## src/rtl/wb_lcd_hd44780.sv

```systemverilog
// wb_lcd_hd44780 - Wishbone slave driving an HD44780 character LCD in 4-bit mode.
//
// The CPU pushes characters (DATA) and commands (CMD) into a small FIFO. An
// internal sequencer runs the HD44780 power-on init sequence. It then sends
// each FIFO entry as two nibbles, using setup, enable and execution timing.
//
// Ports:
//   clk, rst            system clock, asynchronous active-low reset
//   wb_adr_i[3:2]       register select: 0 DATA(w) 1 CMD(w) 2 STATUS(r/w) 3 reserved
//   wb_dat_i / wb_dat_o write data / registered read data (0 outside STATUS reads)
//   wb_stb_i, wb_cyc_i  Wishbone strobe / cycle
//   wb_we_i             write enable
//   wb_sel_i            byte select (ignored, full-word access)
//   wb_ack_o            single-cycle acknowledge, no wait states
//   lcd_rs, lcd_rw      register select (1 = data), read/write (always write)
//   lcd_e, lcd_d[3:0]   enable strobe and data nibble DB7..DB4
//
// STATUS: bit0 busy, bit1 full, bit2 init_done, bit3 overflow (sticky,
// cleared by writing STATUS with bit3 set), bits[7:4] FIFO count.
module wb_lcd_hd44780 #(
  parameter int clk_freq = 50000000,
  parameter int t_por_us = 15000,
  parameter int fifo_aw  = 3
) (
  input  logic        clk,
  input  logic        rst,
  input  logic [31:0] wb_adr_i,
  input  logic [31:0] wb_dat_i,
  output logic [31:0] wb_dat_o,
  input  logic        wb_stb_i,
  input  logic        wb_cyc_i,
  input  logic        wb_we_i,
  input  logic [3:0]  wb_sel_i,
  output logic        wb_ack_o,
  output logic        lcd_rs,
  output logic        lcd_rw,
  output logic        lcd_e,
  output logic [3:0]  lcd_d
);

  // state     | meaning
  // POR_WAIT  | power-on delay before the first init nibble
  // IDLE      | init finished, waiting for a FIFO entry
  // SETUP     | rs/d driven, E low (1 us)
  // EN_HI     | E high (1 us)
  // EN_LO     | E low, rs/d still held (1 us)
  // EXEC_WAIT | post-nibble / post-byte execution delay
  typedef enum logic [2:0] {
    POR_WAIT, IDLE, SETUP, EN_HI, EN_LO, EXEC_WAIT
  } state_t;

  localparam int US = (clk_freq / 1000000 < 1) ? 1 : clk_freq / 1000000;
  localparam int PW = (US > 1) ? $clog2(US) : 1;
  localparam logic [PW-1:0] PRE_MAX = PW'(US - 1);
  localparam logic [13:0]   POR_US  = 14'(t_por_us);

  state_t state, state_nx;

  logic [PW-1:0] pre_cnt;
  logic [13:0]   us_cnt;
  logic [13:0]   load_us;
  logic [13:0]   wait_us;
  logic          tmr_load;
  logic          tmr_done;

  logic [2:0] init_idx;
  logic [2:0] init_idx_nx;
  logic       init_done;
  logic       cur_rs;
  logic [7:0] cur_byte;
  logic       single;
  logic       hi;

  logic [8:0]         mem [1 << fifo_aw];
  logic [fifo_aw-1:0] wr_ptr, rd_ptr;
  logic [fifo_aw:0]   count;
  logic               fifo_empty, fifo_full;
  logic [8:0]         fifo_head;
  logic               push_req, push_ok, pop;
  logic [8:0]         push_data;

  logic        wb_req;
  logic [1:0]  reg_sel;
  logic        ovf;
  logic        ovf_set, ovf_clr;
  logic [31:0] status;
  logic        sig_unused;

  assign sig_unused = ^{wb_sel_i, wb_adr_i[31:4], wb_adr_i[1:0], wb_dat_i[31:8]};

  // The init sequence is 0x3,0x3,0x3,0x2 as single high nibbles, then full bytes.
  function automatic logic [7:0] init_byte(input logic [2:0] idx);
    case (idx)
      3'd0, 3'd1, 3'd2: init_byte = 8'h30;
      3'd3:             init_byte = 8'h20;
      3'd4:             init_byte = 8'h28;
      3'd5:             init_byte = 8'h0C;
      3'd6:             init_byte = 8'h01;
      default:          init_byte = 8'h06;
    endcase
  endfunction

  // ---------------- Wishbone ----------------
  assign wb_req    = wb_stb_i & wb_cyc_i & ~wb_ack_o;
  assign reg_sel   = wb_adr_i[3:2];
  assign push_req  = wb_req & wb_we_i & ~reg_sel[1];
  assign push_data = {~reg_sel[0], wb_dat_i[7:0]};
  assign push_ok   = push_req & (~fifo_full | pop);
  assign ovf_set   = push_req & fifo_full & ~pop;
  assign ovf_clr   = wb_req & wb_we_i & (reg_sel == 2'd2) & wb_dat_i[3];

  assign status = {24'd0, 4'(count), ovf, init_done, fifo_full,
                   (state != IDLE) | ~fifo_empty};

  always_ff @(posedge clk or negedge rst) begin
    if (!rst) begin
      wb_ack_o <= 1'b0;
      wb_dat_o <= 32'd0;
      ovf      <= 1'b0;
    end else begin
      wb_ack_o <= wb_req;
      wb_dat_o <= (wb_req & ~wb_we_i & (reg_sel == 2'd2)) ? status : 32'd0;
      if (ovf_set)
        ovf <= 1'b1;
      else if (ovf_clr)
        ovf <= 1'b0;
    end
  end

  // ---------------- FIFO ----------------
  assign fifo_empty = (count == '0);
  assign fifo_full  = count[fifo_aw];
  assign fifo_head  = mem[rd_ptr];

  always_ff @(posedge clk or negedge rst) begin
    if (!rst) begin
      wr_ptr <= '0;
      rd_ptr <= '0;
      count  <= '0;
    end else begin
      if (push_ok)
        wr_ptr <= wr_ptr + 1'b1;
      if (pop)
        rd_ptr <= rd_ptr + 1'b1;
      case ({push_ok, pop})
        2'b10:   count <= count + 1'b1;
        2'b01:   count <= count - 1'b1;
        default: count <= count;
      endcase
    end
  end

  // When full, a simultaneous pop frees the slot being written; the pop
  // reads the old contents at the same edge.
  always_ff @(posedge clk) begin
    if (push_ok)
      mem[wr_ptr] <= push_data;
  end

  // ---------------- Microsecond timer ----------------
  // Every state change reloads the timer with the duration of the state
  // being entered. tmr_done flags the last cycle of that duration.
  always_comb begin
    wait_us = 14'd40;
    if (!init_done && !init_idx[2])
      wait_us = (init_idx == 3'd0) ? 14'd4100 : 14'd100;
    else if (!cur_rs && (cur_byte[7:2] == 6'd0))
      wait_us = 14'd1640;
  end

  always_comb begin
    case (state_nx)
      POR_WAIT:  load_us = POR_US;
      EXEC_WAIT: load_us = wait_us;
      default:   load_us = 14'd1;
    endcase
  end

  assign tmr_load = (state_nx != state);
  assign tmr_done = (pre_cnt == '0) && (us_cnt == 14'd1);

  always_ff @(posedge clk or negedge rst) begin
    if (!rst) begin
      pre_cnt <= PRE_MAX;
      us_cnt  <= POR_US;
    end else if (tmr_load) begin
      pre_cnt <= PRE_MAX;
      us_cnt  <= load_us;
    end else if (pre_cnt == '0) begin
      pre_cnt <= PRE_MAX;
      if (us_cnt != 14'd0)
        us_cnt <= us_cnt - 14'd1;
    end else begin
      pre_cnt <= pre_cnt - 1'b1;
    end
  end

  // ---------------- Sequencer FSM ----------------
  always_ff @(posedge clk or negedge rst) begin
    if (!rst)
      state <= POR_WAIT;
    else
      state <= state_nx;
  end

  always_comb begin
    state_nx = state;
    case (state)
      POR_WAIT:  if (tmr_done) state_nx = SETUP;
      IDLE:      if (!fifo_empty) state_nx = SETUP;
      SETUP:     if (tmr_done) state_nx = EN_HI;
      EN_HI:     if (tmr_done) state_nx = EN_LO;
      EN_LO:     if (tmr_done) state_nx = (hi && !single) ? SETUP : EXEC_WAIT;
      EXEC_WAIT: if (tmr_done)
                   state_nx = (init_done || init_idx == 3'd7) ? IDLE : SETUP;
      default:   state_nx = POR_WAIT;
    endcase
  end

  always_comb begin
    lcd_e  = (state == EN_HI);
    lcd_rs = cur_rs;
    lcd_rw = 1'b0;
    lcd_d  = hi ? cur_byte[7:4] : cur_byte[3:0];
    pop    = (state == IDLE) && !fifo_empty;
  end

  // Transfer context: the byte in flight, which nibble is on the bus, and
  // the progress through the init sequence.
  assign init_idx_nx = init_idx + 3'd1;

  always_ff @(posedge clk or negedge rst) begin
    if (!rst) begin
      init_idx  <= 3'd0;
      init_done <= 1'b0;
      cur_rs    <= 1'b0;
      cur_byte  <= 8'd0;
      single    <= 1'b0;
      hi        <= 1'b1;
    end else begin
      case (state)
        POR_WAIT: if (tmr_done) begin
          init_idx <= 3'd0;
          cur_rs   <= 1'b0;
          cur_byte <= init_byte(3'd0);
          single   <= 1'b1;
          hi       <= 1'b1;
        end
        IDLE: if (!fifo_empty) begin
          cur_rs   <= fifo_head[8];
          cur_byte <= fifo_head[7:0];
          single   <= 1'b0;
          hi       <= 1'b1;
        end
        EN_LO: if (tmr_done && hi && !single) begin
          hi <= 1'b0;
        end
        EXEC_WAIT: if (tmr_done && !init_done) begin
          if (init_idx == 3'd7) begin
            init_done <= 1'b1;
          end else begin
            init_idx <= init_idx_nx;
            cur_rs   <= 1'b0;
            cur_byte <= init_byte(init_idx_nx);
            single   <= ~init_idx_nx[2];
            hi       <= 1'b1;
          end
        end
        default: ;
      endcase
    end
  end

endmodule

```

## config.mk

```make
export PLATFORM = sky130hd
export DESIGN_NAME = wb_lcd_hd44780
export DESIGN_NICKNAME = d
export VERILOG_FILES = /design/src/rtl/wb_lcd_hd44780.sv
export SDC_FILE = /design/constraint.sdc
export NUM_CORES = 1
export LEC_CHECK = 0
export ABC_AREA = 1
export CAP_MARGIN = 20
export CORE_AREA = 2 2 154 156
export CTS_BUF_LIST = sky130_fd_sc_hd__clkbuf_16
export DETAILED_ROUTE_END_ITERATION = 16
export DIE_AREA = 0 0 156 158
export PLACE_DENSITY = 0.49
export SETUP_SLACK_MARGIN = 0.5
export SLEW_MARGIN = 20
export SYNTH_ARGS = -nofsm -noshare
export SYNTH_HDL_FRONTEND = slang
export SYNTH_SLANG_ARGS = --single-unit
```

## constraint.sdc

```tcl
create_clock -name clk -period 5.97 [get_ports clk]
set_input_delay 1.194 -clock clk [delete_from_list [all_inputs] [get_ports clk]]
set_output_delay 1.194 -clock clk [all_outputs]
set_load 0.02 [all_outputs]
```

==> out/metrics.csv, run 1 <==
metric,value,unit
finClkSkew,0.00989,ns
ir_drop,0.185,mV
port_buffers,29,
cp_max_fo,9,
cts_setup_buffers,0,
power.density,278,nW/µm²
drt-initial-drc-count,208,
dpl-instance-area,6910,µm²
cts.repair.resized,0,
syn2layout_area_growth,18.1,%
via_count,4454,
grt_pass1_vias,4321,
yosys_warnings,0,
cp_data_required_time,6.01,ns
drive_gt1_frac,0.120,
path_clk_slew,0.06,ns
synthCells,658,
worstSetupPathType,in2reg,
clock_path_buffers,2,
finalNetCount,787,
coreArea,23100,µm²
synthFlopType,edfxtp_1,
hpwl,9.36,mm
drt_drc_violations_left,0,
holdBufCountCts,0,
chipWidth,156,µm
track_usage,0.124,
synth_cell_types,47,
finalMaxSlewViolations,0,
rsz0062_at_grt,no,
drt-total-wl,14.4,mm
synth_top_area_frac,0.339,
die_y,158,µm
synth_edf_count,72,
setup_viol,0,
fin_crit,3.39,ns
critPathCaptureType,flop,
syn_avg_cell_area,9.70,µm²
synth_seq_area_share,0.564,
hp-class,reg2reg,
antenna_found_initial,0,
grt_max_degree,58,
h-tree-depth,4,
n_fill_cell,2306,
grt_overflow,0,
synthTopCellsByArea,"edfxtp_1, dfrtp_1, nand2_1, nor2_1, dfstp_2",
fmax,295,MHz
clockRootBuffer,clkbuf_16,
leakage,0.00319,µW
clock-sinks,129,
drt_pass1_iterations,6,
dieArea,24600,µm²
status,"finished, final reports clean",
multi_input_area,2330,µm²
cts_tree,built,
globalplace.congestion,0.796,
drtAntennaViolNets,0,
worst_pin_slew,1.04,ns
finalCritPeriodShare,0.568,
tns,0,ns
max_cap_violations,0,
syn_area,6380,µm²
hold_violations,0,
cp.arrival,3.43,ns
fin_area,7540,µm²
wl_per_cell,14.4,µm
boundaryPins,113,
start_util,0.277,
clkLatencyLatePin,0.43,ns
ys_ff_latch,129,
antennaDiodeCount,0,
num_rows,56,
async_flop_share,0.442,
grt_pass1_wl,23.0,mm
synth_top_cell_by_area,edfxtp_1,
cp-start-kind,input port,
numCtsBuffers,17,
maxSlewHeadroom,0.307,
via_per_inst,4.45,
seq_area,3600,µm²
==> routing by layer <==
metal / vias up / global-route usage / routed length, µm
li1: 2245 / - / -
met1: 2125 / 0.150 / 6510
met2: 70 / 0.218 / 7330
met3: 14 / 0.0345 / 457
met4: 0 / 0.0341 / 140
met5: - / 0 / 0
==> area by class of cell <==
| type | instances | area share |
|---|---|---|
| Clock buffer | 17 | 0.0564 |
| Multi-Input combinational cell | 444 | 0.309 |
| Timing Repair Buffer | 39 | 0.0483 |
| Tap cell | 290 | 0.0481 |
| Sequential cell | 129 | 0.478 |
| Inverter | 66 | 0.0329 |
| Clock inverter | 15 | 0.0274 |
==> Yosys cell counts (6+ instances only) <==
library cell,instances
nand2_1,125
o211ai_1,6
ha_1,16
o21ai_1,7
o21ai_0,54
buf_4,28
edfxtp_1,72
nor2_2,7
o22ai_1,8
nand4_1,7
a21oi_1,14
clkbuf_1,9
nand3_1,29
xor2_1,12
nor3_1,9
nor2_1,82
inv_2,8
o221ai_1,6
xnor2_1,7
dfstp_2,11
dfrtp_1,46
inv_1,56
==> cells by family after synthesis <==
kind of cell / Yosys count / synth area share
fa+ha+maj: 17 / 0.0345
other cells: 1 / 0.000587
buf+inv: 109 / 0.0845
flops: 129 / 0.564
mux: 1 / 0.00176
xor+xnor: 19 / 0.0261
simple gates: 275 / 0.190
compound gates: 107 / 0.0984
==> critical path, cell delays in order <==
cell and delay [ns]:
clkdlybuf4s50_1 0.45, nand2_1 0.05, nor2_1 0.16, nand2_1 0.10, nor2_1 0.13, o21ai_0 0.18, or2_2 0.37, nor2_1 0.80
==> final timing paths <==
path / start / end / slack (ns) / cells after the start
min in group asynchronous: rst / us_cnt[10]$_DFFE_PN0P_ / 0.93 / 2
hold / removal: wb_ack_o$_DFF_PN0_ / wb_ack_o$_DFF_PN0_ / 0.46 / 1
max in group asynchronous: rst / rd_ptr[0]$_DFFE_PN0P_ / 4.53 / 2
hold reg to reg: wb_ack_o$_DFF_PN0_ / wb_ack_o$_DFF_PN0_ / 0.46 / 1
setup reg to reg: state[1]$_DFF_PN0_ / mem[6][0]$_DFFE_PP_ / 3.01 / 8
setup / recovery: wb_cyc_i / mem[6][0]$_DFFE_PP_ / 2.58 / 8
==> power breakdown <==
part	total, µW	switching [µW]	internal, µW
combinational	42.6	32.2	10.5
clock	1110	461	647
sequential	944	0.496	944
total	2100	494	1600
==> sequential cells by signal, indices dropped and copies added, names as in the netlist, 3 cells and up <==
register	cells
mem	72
us_cnt	14
cur_byte	8
wb_dat_o	7
pre_cnt	6
count	4
init_idx	3
rd_ptr	3
state	3
wr_ptr	3
==> cell usage in the layout, fill, tap and decap left out, drive strengths merged, types with 2 or more instances in the layout <==
cell type / netlist / final
xor2: 12 / 12
xnor2: 7 / 7
o221ai: 6 / 6
buf: 34 / 11
conb: 1 / 25
clkdlybuf4s50: 0 / 28
edfxtp: 72 / 72
dfrtp: 46 / 46
nor4: 2 / 2
nor2: 93 / 93
o31ai: 3 / 3
ha: 16 / 16
inv: 64 / 75
nor3: 11 / 11
a21oi: 15 / 15
nand2: 130 / 130
nand4: 7 / 7
o211ai: 6 / 6
bufinv: 0 / 2
clkbuf: 9 / 17
o22ai: 8 / 8
a221o: 3 / 3
clkinv: 2 / 4
dfstp: 11 / 11
nand3: 30 / 30
o21ai: 62 / 62
==> stage by stage <==
| stage | power, µW | std cells | setup slack (ns) | util | hold slack (ns) |
|---|---|---|---|---|---|
| 5_1_grt | 2170 | 1000 | 2.43 | 0.327 | 0.476 |
| 4_1_cts | 2120 | 1000 | 2.53 | 0.327 | 0.458 |
| 6_report | 2100 | 1000 | 2.58 | 0.327 | 0.457 |
| 3_5_place_dp | 1010 | 968 | 2.08 | 0.300 | 0.443 |
| 2_1_floorplan | 993 | 682 | 2.88 | - | 0.428 |
| 3_3_place_gp | 1010 | 967 | 2.11 | 0.299 | 0.438 |
(Power assumes the default switching activity.)
==> run 2, diff against run 1 <==
==> constraint.sdc (replaced) <==
create_clock -name clk -period 3.54 [get_ports clk]
set_input_delay 0.708 -clock clk [delete_from_list [all_inputs] [get_ports clk]]
set_output_delay 0.708 -clock clk [all_outputs]
set_load 0.02 [all_outputs]
==> run 2 against run 1 <==
  * Total power up 60%
  * Sequential share of layout area is 0.14 points higher
  * Die area unchanged
  * Register-to-register slack worse by 2.3 ns
  * Combinational power grew 71%
  * Final cell count up 0.50%
  * Critical path depth is 7 higher
  * Critical endpoint is now count[3]$_DFFE_PN0P_
==> out/metrics.csv, run 2 (synthesis gave the netlist of run 1 again) <==
metric,value,unit,change
status,"finished, final reports clean",,
clock-sinks,129,,unchanged
cp-start-kind,flop,,
numCtsBuffers,17,,unchanged
dieArea,24600,µm²,unchanged
setup_viol,0,,unchanged
reg.largest.list,"mem (72), us_cnt (14), cur_byte (8)",,
die_y,158,µm,unchanged
clockRootBuffer,clkbuf_16,,
coreArea,23100,µm²,unchanged
hold_violations,0,,unchanged
grt.busiest_layer,met2,,
seq_area,3600,µm²,unchanged
fin_crit,2.79,ns,
num_rows,56,,unchanged
n_fill_cell,2373,,+2.9%
r2r_start,state[1]$_DFF_PN0_,,
hp-class,in2async,,
path_clk_slew,0.06,ns,about the same
antenna_found_initial,0,,unchanged
multi_input_area,2340,µm²,+0.32%
drt_pass1_iterations,4,,-2
use_met3,0.0345,,unchanged
layout_commonest_cell,nand2_1,,
cp.arrival,3.10,ns,-0.33 ns
gr-usage-met1,0.151,,+0.000519
cp_cell_sequence,nor2_2 > inv_2 > nor2_8 > nand2_2 > inv_1 > o21ai_1 > ha_1 > ha_1 > nand2_1 > nor2_1 > a211oi_1 > nor2_1 > nor2_1 > nand2_1 > xor2_1,,
holdWs,0.291,ns,-0.166 ns
fin_area,7520,µm²,-0.30%
largest_register,mem,,
grt_pass1_wl,23.0,mm,-0.12%
largest_reg_flops,72,,unchanged
worst_pin_slew,0.591,ns,-0.445 ns
cp_data_required_time,3.84,ns,-2.17 ns
rsz0062_at_grt,yes,,
holdBufCountCts,0,,unchanged
power,3350,µW,+60%
drive_gt1_frac,0.124,,+0.00476
boundaryPins,113,,unchanged
dpl-instance-area,6940,µm²,+0.49%
via_count,4470,,+0.36%
finalCritPeriodShare,0.789,,
via_per_inst,4.45,,-0.14%
power.density,446,nW/µm²,+61%
start_util,0.277,,unchanged
critPathCaptureType,flop,,
max_cap_violations,0,,unchanged
leakage,0.00318,µW,-0.44%
drt_drc_violations_left,0,,unchanged
antennaDiodeCount,0,,unchanged
worstSetupPathType,reg2reg,,
port_buffers,29,,unchanged
chipWidth,156,µm,unchanged
fmax,358,MHz,
grt_overflow,0,,unchanged
syn2layout_area_growth,17.8,%,
finClkSkew,0.0140,ns,+0.00415 ns
clkLatencyLatePin,0.43,ns,about the same
drt-initial-drc-count,253,,+22%
clock_path_buffers,2,,unchanged
hpwl,9.49,mm,+1.4%
track_usage,0.122,,-0.00224
finalMaxSlewViolations,0,,unchanged
wl_per_cell,14.3,µm,-1.0%
tns,0,ns,unchanged
crit_start,state[1]$_DFF_PN0_,,
cts_tree,built,,
fin_util,0.326,,-0.000977
cp_max_fo,10,,+1
use_met2,0.210,,-0.00801
grt_max_degree,39,,-33%
grt_pass1_vias,4308,,-0.30%
drt-total-wl,14.4,mm,-0.55%
globalplace.congestion,0.815,,+2.4%
drtAntennaViolNets,0,,unchanged
cpMostUsedCell,nor2_1,,
layout_common_cells,"nand2_1, nor2_1, edfxtp_1, inv_1, o21ai_0",,
cpPeakStageDelay,0.46,ns,-0.34 ns
h-tree-depth,4,,unchanged
finalNetCount,792,,+0.64%
maxSlewHeadroom,0.606,,+0.299
ir_drop,0.274,mV,+48%
cpMaxStageDelayCell,dfrtp_1,,
## run 2: per-stage QoR
stage               worst slack, ns  instances
floorplan                     0.932        682
global placement              0.270        973
detailed placement            0.277        973
CTS                           0.652       1005
global route                  0.456       1005
finish                        0.746       1005
## run 2: worst paths after layout
path / end / slack, ns / cells after the start
min: us_cnt[8]$_DFFE_PN0P_ / 0.29 / 1
max: count[3]$_DFFE_PN0P_ / 0.75 / 15
max in group asynchronous: us_cnt[9]$_DFFE_PN1P_ / 2.52 / 2
min reg2reg: wb_ack_o$_DFF_PN0_ / 0.45 / 1
min in group clk: wb_ack_o$_DFF_PN0_ / 0.45 / 1
max reg2reg: count[3]$_DFFE_PN0P_ / 0.75 / 15
## run 2: critical path, delay by kind of cell, from the launching register on
| family | cells | cell delay (ns) |
|---|---|---|
| xor+xnor | 1 | 0.14 |
| simple gates | 8 | 0.86 |
| fa+ha+maj | 2 | 0.59 |
| compound gates | 2 | 0.37 |
| buf+inv | 2 | 0.26 |
| flops | 1 | 0.46 |
## run 2: final cells by class
class                      count  area share
sequential                   129       0.479
multi-input combinational    444       0.311
clock buffer                  17      0.0566
timing repair buffer          44      0.0529
tap                          290      0.0483
inverter                      66      0.0330
clock inverter                15      0.0190
## run 2: metal layers
layer,up-vias,share of wire
met5,-,0
met4,0,0.0072
li1,2255,-
met3,13,0.037
met2,93,0.50
met1,2109,0.46
## run 2: timing repair
action | 4_1_cts | 5_1_grt
buffers inserted | 0 | 0
resized for setup | 0 | 2
endpoints found under the setup margin | 0 | 2
## run 2: report_power, final
part	switching, µW	internal, µW
registers	0.870	1590
logic	54.6	18.4
clock network	758	931
total	814	2540
